`src/rtl/vec_dcache_port_arbiter_pkg.sv`:
```
// Shared types for the dcache port arbiter: requester roles, grant index type,
// request payload layout and FSM state encoding.
package vec_dcache_port_arbiter_pkg;

   localparam int PORT_IDX_W     = 4;
   localparam int PAYLOAD_ADDR_W = 64;
   localparam int PAYLOAD_DATA_W = 64;

   typedef logic [PORT_IDX_W-1:0] port_idx_t;

   localparam port_idx_t PORT_PTW  = 4'd0;
   localparam port_idx_t PORT_LSU  = 4'd1;
   localparam port_idx_t PORT_VLSU = 4'd2;

   typedef struct packed {
      logic [PAYLOAD_ADDR_W-1:0]   addr;
      logic                        we;
      logic [PAYLOAD_DATA_W/8-1:0] be;
      logic [PAYLOAD_DATA_W-1:0]   wdata;
   } req_payload_t;

   typedef enum logic {
      ARB_IDLE   = 1'b0,
      ARB_LOCKED = 1'b1
   } arb_state_t;

   // Next port index after idx, wrapping at n ports.
   function automatic port_idx_t wrap_inc(input port_idx_t idx, input int n);
      if (int'(idx) >= n - 1) return '0;
      else                    return idx + 1'b1;
   endfunction

endpackage

```
`src/rtl/vec_dcache_port_arbiter_rr_outstanding_fifo.sv`:
```
// In-order FIFO of grant indices; pointers wrap explicitly so any depth works.
module vec_dcache_port_arbiter_rr_outstanding_fifo #(
   parameter int Depth = 7,
   parameter int Width = 4
) (
   input  logic                       clk_i,
   input  logic                       rst_ni,
   input  logic                       push_i,
   input  logic [Width-1:0]           data_i,
   input  logic                       pop_i,
   output logic [Width-1:0]           data_o,
   output logic                       full_o,
   output logic                       empty_o,
   output logic [$clog2(Depth+1)-1:0] count_o
);

   localparam int PtrWidth = (Depth > 1) ? $clog2(Depth) : 1;
   localparam int CntWidth = $clog2(Depth + 1);

   logic [Width-1:0]    mem [Depth];
   logic [PtrWidth-1:0] wr_ptr_q;
   logic [PtrWidth-1:0] rd_ptr_q;
   logic [CntWidth-1:0] count_q;
   logic                do_push;
   logic                do_pop;

   function automatic logic [PtrWidth-1:0] next_ptr(input logic [PtrWidth-1:0] ptr);
      if (ptr == PtrWidth'(Depth - 1)) return '0;
      else                             return ptr + 1'b1;
   endfunction

   assign full_o  = (count_q == CntWidth'(Depth));
   assign empty_o = (count_q == '0);
   assign do_push = push_i & ~full_o;
   assign do_pop  = pop_i & ~empty_o;
   assign data_o  = mem[rd_ptr_q];
   assign count_o = count_q;

   always_ff @(posedge clk_i) begin
      if (do_push) mem[wr_ptr_q] <= data_i;
   end

   always_ff @(posedge clk_i or negedge rst_ni) begin
      if (!rst_ni) begin
         wr_ptr_q <= '0;
         rd_ptr_q <= '0;
         count_q  <= '0;
      end else begin
         if (do_push) wr_ptr_q <= next_ptr(wr_ptr_q);
         if (do_pop)  rd_ptr_q <= next_ptr(rd_ptr_q);
         case ({do_push, do_pop})
            2'b10:   count_q <= count_q + 1'b1;
            2'b01:   count_q <= count_q - 1'b1;
            default: count_q <= count_q;
         endcase
      end
   end

endmodule

```
`src/rtl/vec_dcache_port_arbiter.sv`:
```
// Shares one dcache request port between PTW, scalar LSU and vector LSU with
// round-robin arbitration (optional PTW priority) and in-order response routing.
module vec_dcache_port_arbiter
   import vec_dcache_port_arbiter_pkg::*;
#(
   parameter int NrPorts        = 3,
   parameter int AddrWidth      = 64,
   parameter int DataWidth      = 64,
   parameter int MaxOutstanding = 7,
   parameter bit Port0Priority  = 1'b1
) (
   input  logic                                clk_i,
   input  logic                                rst_ni,
   input  logic [NrPorts-1:0]                  req_valid_i,
   output logic [NrPorts-1:0]                  req_ready_o,
   input  logic [NrPorts*AddrWidth-1:0]        req_addr_i,
   input  logic [NrPorts-1:0]                  req_we_i,
   input  logic [NrPorts*DataWidth/8-1:0]      req_be_i,
   input  logic [NrPorts*DataWidth-1:0]        req_wdata_i,
   output logic                                cache_req_valid_o,
   input  logic                                cache_req_ready_i,
   output logic [AddrWidth-1:0]                cache_req_addr_o,
   output logic                                cache_req_we_o,
   output logic [DataWidth/8-1:0]              cache_req_be_o,
   output logic [DataWidth-1:0]                cache_req_wdata_o,
   input  logic                                cache_rsp_valid_i,
   input  logic [DataWidth-1:0]                cache_rsp_rdata_i,
   output logic [NrPorts-1:0]                  rsp_valid_o,
   output logic [DataWidth-1:0]                rsp_rdata_o,
   output logic [$clog2(MaxOutstanding+1)-1:0] outstanding_o,
   output logic                                spurious_rsp_o
);

   localparam int BeWidth = DataWidth / 8;

   arb_state_t   state_q, state_d;
   port_idx_t    rr_q, rr_d;
   port_idx_t    lock_idx_q, lock_idx_d;
   logic         lock_rr_q, lock_rr_d;
   port_idx_t    grant_idx;
   logic         grant_rr;
   logic [NrPorts-1:0] grant_oh;
   logic         grant_valid;
   port_idx_t    low_any, low_rr;
   logic         hit_rr;
   port_idx_t    head_idx;
   logic         fifo_full, fifo_empty;
   logic         push, pop;
   logic         spurious_q;
   req_payload_t payload [NrPorts];
   req_payload_t sel;

   always_comb begin
      for (int i = 0; i < NrPorts; i++) begin
         payload[i].addr  = PAYLOAD_ADDR_W'(req_addr_i[i*AddrWidth +: AddrWidth]);
         payload[i].we    = req_we_i[i];
         payload[i].be    = (PAYLOAD_DATA_W/8)'(req_be_i[i*BeWidth +: BeWidth]);
         payload[i].wdata = PAYLOAD_DATA_W'(req_wdata_i[i*DataWidth +: DataWidth]);
      end
   end

   // Scan downwards so the lowest matching index wins: low_rr is the first valid
   // port at or above the pointer, low_any is the wrap-around fallback.
   always_comb begin
      low_any   = '0;
      low_rr    = '0;
      hit_rr    = 1'b0;
      grant_idx = lock_idx_q;
      grant_rr  = lock_rr_q;
      for (int i = NrPorts - 1; i >= 0; i--) begin
         if (req_valid_i[i]) begin
            low_any = port_idx_t'(i);
            if (port_idx_t'(i) >= rr_q) begin
               low_rr = port_idx_t'(i);
               hit_rr = 1'b1;
            end
         end
      end
      if (state_q == ARB_IDLE) begin
         if (Port0Priority && req_valid_i[0]) begin
            grant_idx = PORT_PTW;
            grant_rr  = 1'b0;
         end else begin
            grant_idx = hit_rr ? low_rr : low_any;
            grant_rr  = 1'b1;
         end
      end
   end

   always_comb begin
      sel = payload[0];
      for (int i = 0; i < NrPorts; i++) begin
         if (port_idx_t'(i) == grant_idx) sel = payload[i];
      end
   end

   assign grant_oh          = NrPorts'(1) << grant_idx;
   assign grant_valid       = |(req_valid_i & grant_oh);
   assign cache_req_valid_o = rst_ni & grant_valid & ~fifo_full;
   assign push              = cache_req_valid_o & cache_req_ready_i;
   assign req_ready_o       = push ? grant_oh : '0;

   // Payload and response data are forced to zero while reset is asserted.
   assign cache_req_addr_o  = rst_ni ? AddrWidth'(sel.addr)   : '0;
   assign cache_req_we_o    = rst_ni & sel.we;
   assign cache_req_be_o    = rst_ni ? BeWidth'(sel.be)       : '0;
   assign cache_req_wdata_o = rst_ni ? DataWidth'(sel.wdata)  : '0;

   assign pop            = rst_ni & cache_rsp_valid_i & ~fifo_empty;
   assign rsp_valid_o    = pop ? (NrPorts'(1) << head_idx) : '0;
   assign rsp_rdata_o    = rst_ni ? cache_rsp_rdata_i : '0;
   assign spurious_rsp_o = spurious_q;

   // A stalled request freezes the grant until it handshakes; the drop-valid
   // exit only guards against a requester breaking the hold rule.
   always_comb begin
      state_d    = state_q;
      lock_idx_d = lock_idx_q;
      lock_rr_d  = lock_rr_q;
      rr_d       = rr_q;
      case (state_q)
         ARB_IDLE: begin
            if (cache_req_valid_o && !cache_req_ready_i) begin
               state_d    = ARB_LOCKED;
               lock_idx_d = grant_idx;
               lock_rr_d  = grant_rr;
            end
         end
         ARB_LOCKED: begin
            if (push || !cache_req_valid_o) state_d = ARB_IDLE;
         end
         default: state_d = ARB_IDLE;
      endcase
      if (push && grant_rr) rr_d = wrap_inc(grant_idx, NrPorts);
   end

   always_ff @(posedge clk_i or negedge rst_ni) begin
      if (!rst_ni) begin
         state_q    <= ARB_IDLE;
         rr_q       <= '0;
         lock_idx_q <= '0;
         lock_rr_q  <= 1'b0;
         spurious_q <= 1'b0;
      end else begin
         state_q    <= state_d;
         rr_q       <= rr_d;
         lock_idx_q <= lock_idx_d;
         lock_rr_q  <= lock_rr_d;
         if (cache_rsp_valid_i && fifo_empty) spurious_q <= 1'b1;
      end
   end

   vec_dcache_port_arbiter_rr_outstanding_fifo #(
      .Depth (MaxOutstanding),
      .Width (PORT_IDX_W)
   ) u_fifo (
      .clk_i   (clk_i),
      .rst_ni  (rst_ni),
      .push_i  (push),
      .data_i  (grant_idx),
      .pop_i   (pop),
      .data_o  (head_idx),
      .full_o  (fifo_full),
      .empty_o (fifo_empty),
      .count_o (outstanding_o)
   );

endmodule

```
`config.mk`:
```
export PLATFORM = sky130hd
export DESIGN_NAME = vec_dcache_port_arbiter
export DESIGN_NICKNAME = d
export VERILOG_FILES = /design/src/rtl/vec_dcache_port_arbiter_pkg.sv /design/src/rtl/vec_dcache_port_arbiter_rr_outstanding_fifo.sv /design/src/rtl/vec_dcache_port_arbiter.sv
export SDC_FILE = /design/constraint.sdc
export NUM_CORES = 1
export LEC_CHECK = 0
export ABC_AREA = 1
export CAP_MARGIN = 15
export CELL_PAD_IN_SITES_DETAIL_PLACEMENT = 1
export CELL_PAD_IN_SITES_GLOBAL_PLACEMENT = 1
export CORE_AREA = 2 2 267 269
export CTS_BUF_LIST = sky130_fd_sc_hd__clkbuf_4 sky130_fd_sc_hd__clkbuf_8 sky130_fd_sc_hd__clkbuf_16
export DETAILED_ROUTE_END_ITERATION = 12
export DIE_AREA = 0 0 269 271
export PLACE_DENSITY_LB_ADDON = 0.1
export SLEW_MARGIN = 15
export SYNTH_ARGS = -nofsm -noshare
export SYNTH_HDL_FRONTEND = slang
export SYNTH_SLANG_ARGS = --single-unit
export TNS_END_PERCENT = 1
```
`constraint.sdc`:
```
create_clock -name clk_i -period 7.8 [get_ports clk_i]
set_input_delay 0.78 -clock clk_i [delete_from_list [all_inputs] [get_ports clk_i]]
set_output_delay 0.78 -clock clk_i [all_outputs]
set_load 0.02 [all_outputs]
```
==> reports/qor.yml <==
global_route:
  grt_max_degree: 197
  overflow: 0
  grtUsageTotal: 0.135
  first_global_vias: 10000
  antenna_found_initial: 11
  grt_pass1_wl_um: 71800
clocking:
  clk_latency_ns: 0.29
  cts_hold_buf: 0
  cts_setup_buffers: 0
  ctsLongestPathBuffers: 2
  cts_root_buf: "clkbuf_16"
  clkTransAtPathRegs_ns: 0.07
  cts_inserted_buffers: 5
  cts_tree: "done"
  htreeDepth: 2
  cts_sinks: 48
  cts_resized: 0
logic_synthesis:
  synth_cell_types: 44
  ys_warn_count: 0
  ys_seq_elements: 48
  syn_nets: 1618
  avgSynthCellArea_um2: 6.71
  ys_seq_area_frac: 0.177
  synthCells: 1131
  synth_top_area_cell: "mux2_4"
  syn_area_mm2: 0.00759
  synthTopCellsByArea: "mux2_4 20%, inv_1 18%, edfxtp_1 11%, a21oi_1 10%, o21ai_1 8.6%"
  yosysTopAreaCellShare: 0.198
placed_design:
  gp_congestion: 0.894
  io_buffer_count: 693
  place_area_mm2: 0.0153
  dp_slack_ns: 2.44
  place_hpwl_um: 44200
timing:
  hold_viol: 0
  skew_ns: 0.00646
  max_slew_margin: 0.318
  rsz0062_at_grt: "false"
  fin_ws_ns: 2.56
  period_needed_ns: 5.24
  setup_viol: 0
  maxSlewViolCount: 0
  timing.setup.tns_ns: 0
  tightest_slew_ns: 1.02
  fmax_ghz: 0.191
  fin_crit_sh: 0.672
worst_setup_path:
  critPathKind: "in -> out"
  start_kind: "input port"
  cp_data_required_time_ns: 7.02
  r2r-start: "state_q"
  crit_path_end_kind: "output pin"
  rr_worst_depth: 14
  crit_arrival_ns: 4.46
  r2r_slack_ns: 4.74
  crit_fanout: 196
  r2r-end: "u_fifo.count_o[2]"
hold_path:
  min_to: "lock_idx_q[3]"
  hold_path.startpoint: "lock_idx_q[3]"
  holdPathStages: 2
  hold_path.class: "reg -> reg"
die:
  ios: 694
  die_x_um: 269
  core_mm2: 0.0698
  dieHeight_um: 271
  rows: 97
  initial_core_util: 0.109
  dieArea_mm2: 0.0729
flow_run:
  cap_violations: 0
cells_and_area:
  nets: 2252
  fin_util: 0.223
  area_growth_pct: 105
  stdcell_area_mm2: 0.0155
  layout-drive-gt1-share: 0.0980
status:
  status: "complete, no violations"
power_and_ir_drop:
  vdd_drop_max_mv: 0.116
  p_leak_nw: 7.68
  power_density_mw_per_mm2: 147
routing:
  ant_nets: 0
  firstDrtPassIters: 4
  vias: 9637
  drc_errors: 0
  drt-initial-drc-count: 216
  vias_per_cell: 3.55
  drt-total-wl_um: 52700
  wl_per_cell_um: 19.4
power by group:
| part | internal (W) | switching [W] |
|---|---|---|
| clock | 0.000153 | 0.000102 |
| combinational | 0.000808 | 0.000850 |
| sequential | 0.000316 | 0.0000538 |
| total | 0.00128 | 0.00101 |
metrics by stage:
step	total power (W)	hold WS, ns	instances
floorplan	0.00129	0.436	1131
global placement	0.00207	0.449	2698
detailed placement	0.00207	0.454	2698
CTS	0.00234	0.473	2706
global route	0.00246	0.485	2713
finish	0.00228	0.469	2713
worst max-delay path, stage by stage:
cell,delay [ns]
clkdlybuf4s50_1,0.53
inv_1,0.06
nor2_1,0.08
nand2_1,0.06
nand2_1,0.11
nand2_1,0.08
nand2_1,0.39
ha_1,0.23
inv_1,0.07
nor2_4,0.14
buf_12,0.50
o21ai_1,0.38
inv_1,0.14
clkdlybuf4s50_1,0.61
cell type report:
cell class	instances	area, um^2
antenna	7	17.5
clock buffer	5	125
clock inverter	3	46.3
fill	8359	54300
inverter	371	1400
multi-input combinational	641	4440
sequential	48	1340
tap	940	1180
timing repair buffer	698	6990
metal layers:
layer  GRT usage  wire, um
met1       0.137     18700
met2       0.269     29100
met3      0.0383      4400
met4      0.0268       476
met5           0        48
worst max-delay path by stage:
stage	from	slack, ns	endpoint	depth (start not counted)
after CTS	req_valid_i[1]	2.44	cache_req_wdata_o[23]	11
after detailed placement	req_valid_i[1]	2.44	cache_req_wdata_o[23]	11
final	req_valid_i[2]	2.56	cache_req_be_o[5]	14
after global placement	req_valid_i[0]	2.51	cache_req_wdata_o[23]	11
after floorplan	req_valid_i[0]	4.66	cache_req_be_o[0]	12
after global routing	req_valid_i[2]	2.26	cache_req_addr_o[5]	15
sequential cells by signal, summed over array words and instances, names as in the netlist:
signal	flops
u_fifo.count_o	3
rr_q	4
lock_idx_q	4
state_q	1
u_fifo.mem	28
lock_rr_q	1
u_fifo.wr_ptr_q	3
u_fifo.rd_ptr_q	3
spurious_rsp_o	1
layout by cell type, fill, tap and decap left out, drive strengths merged:
cell type / Yosys / final
a21o: 1 / 1
a21oi: 153 / 153
a22oi: 1 / 1
a32oi: 1 / 1
buf: 33 / 6
bufinv: 0 / 1
clkbuf: 38 / 5
clkdlybuf4s50: 0 / 692
clkinv: 1 / 1
clkinvlp: 0 / 1
dfrtp: 20 / 20
diode: 0 / 7
edfxtp: 28 / 28
fa: 1 / 1
ha: 4 / 4
inv: 370 / 371
mux2: 137 / 137
mux2i: 1 / 1
nand2: 129 / 129
nand3: 12 / 12
nand3b: 1 / 1
nand4: 3 / 3
nor2: 29 / 29
nor3: 8 / 8
nor3b: 1 / 1
o211ai: 3 / 3
o21ai: 149 / 149
o311ai: 1 / 1
o31ai: 1 / 1
or2: 2 / 2
xnor2: 1 / 1
xor2: 2 / 2
cells in the mapped netlist, drive strengths merged:
master,n
a21o,1
a21oi,153
a22oi,1
a32oi,1
buf,33
clkbuf,38
clkinv,1
dfrtp,20
edfxtp,28
fa,1
ha,4
inv,370
mux2,137
mux2i,1
nand2,129
nand3,12
nand3b,1
nand4,3
nor2,29
nor3,8
nor3b,1
o211ai,3
o21ai,149
o311ai,1
o31ai,1
or2,2
xnor2,1
xor2,2
cells by family after synthesis:
logic type / count (synthesis) / share of synthesized area
buffers and inverters: 442 / 0.240
AOI/OAI and AO/OA: 310 / 0.209
and+or+nand+nor: 185 / 0.107
muxes: 138 / 0.254
DFF: 48 / 0.177
adders and majority gates: 5 / 0.00924
xor gates and xnor gates: 3 / 0.00346
No activity file was read; power rests on OpenSTA's default activity.
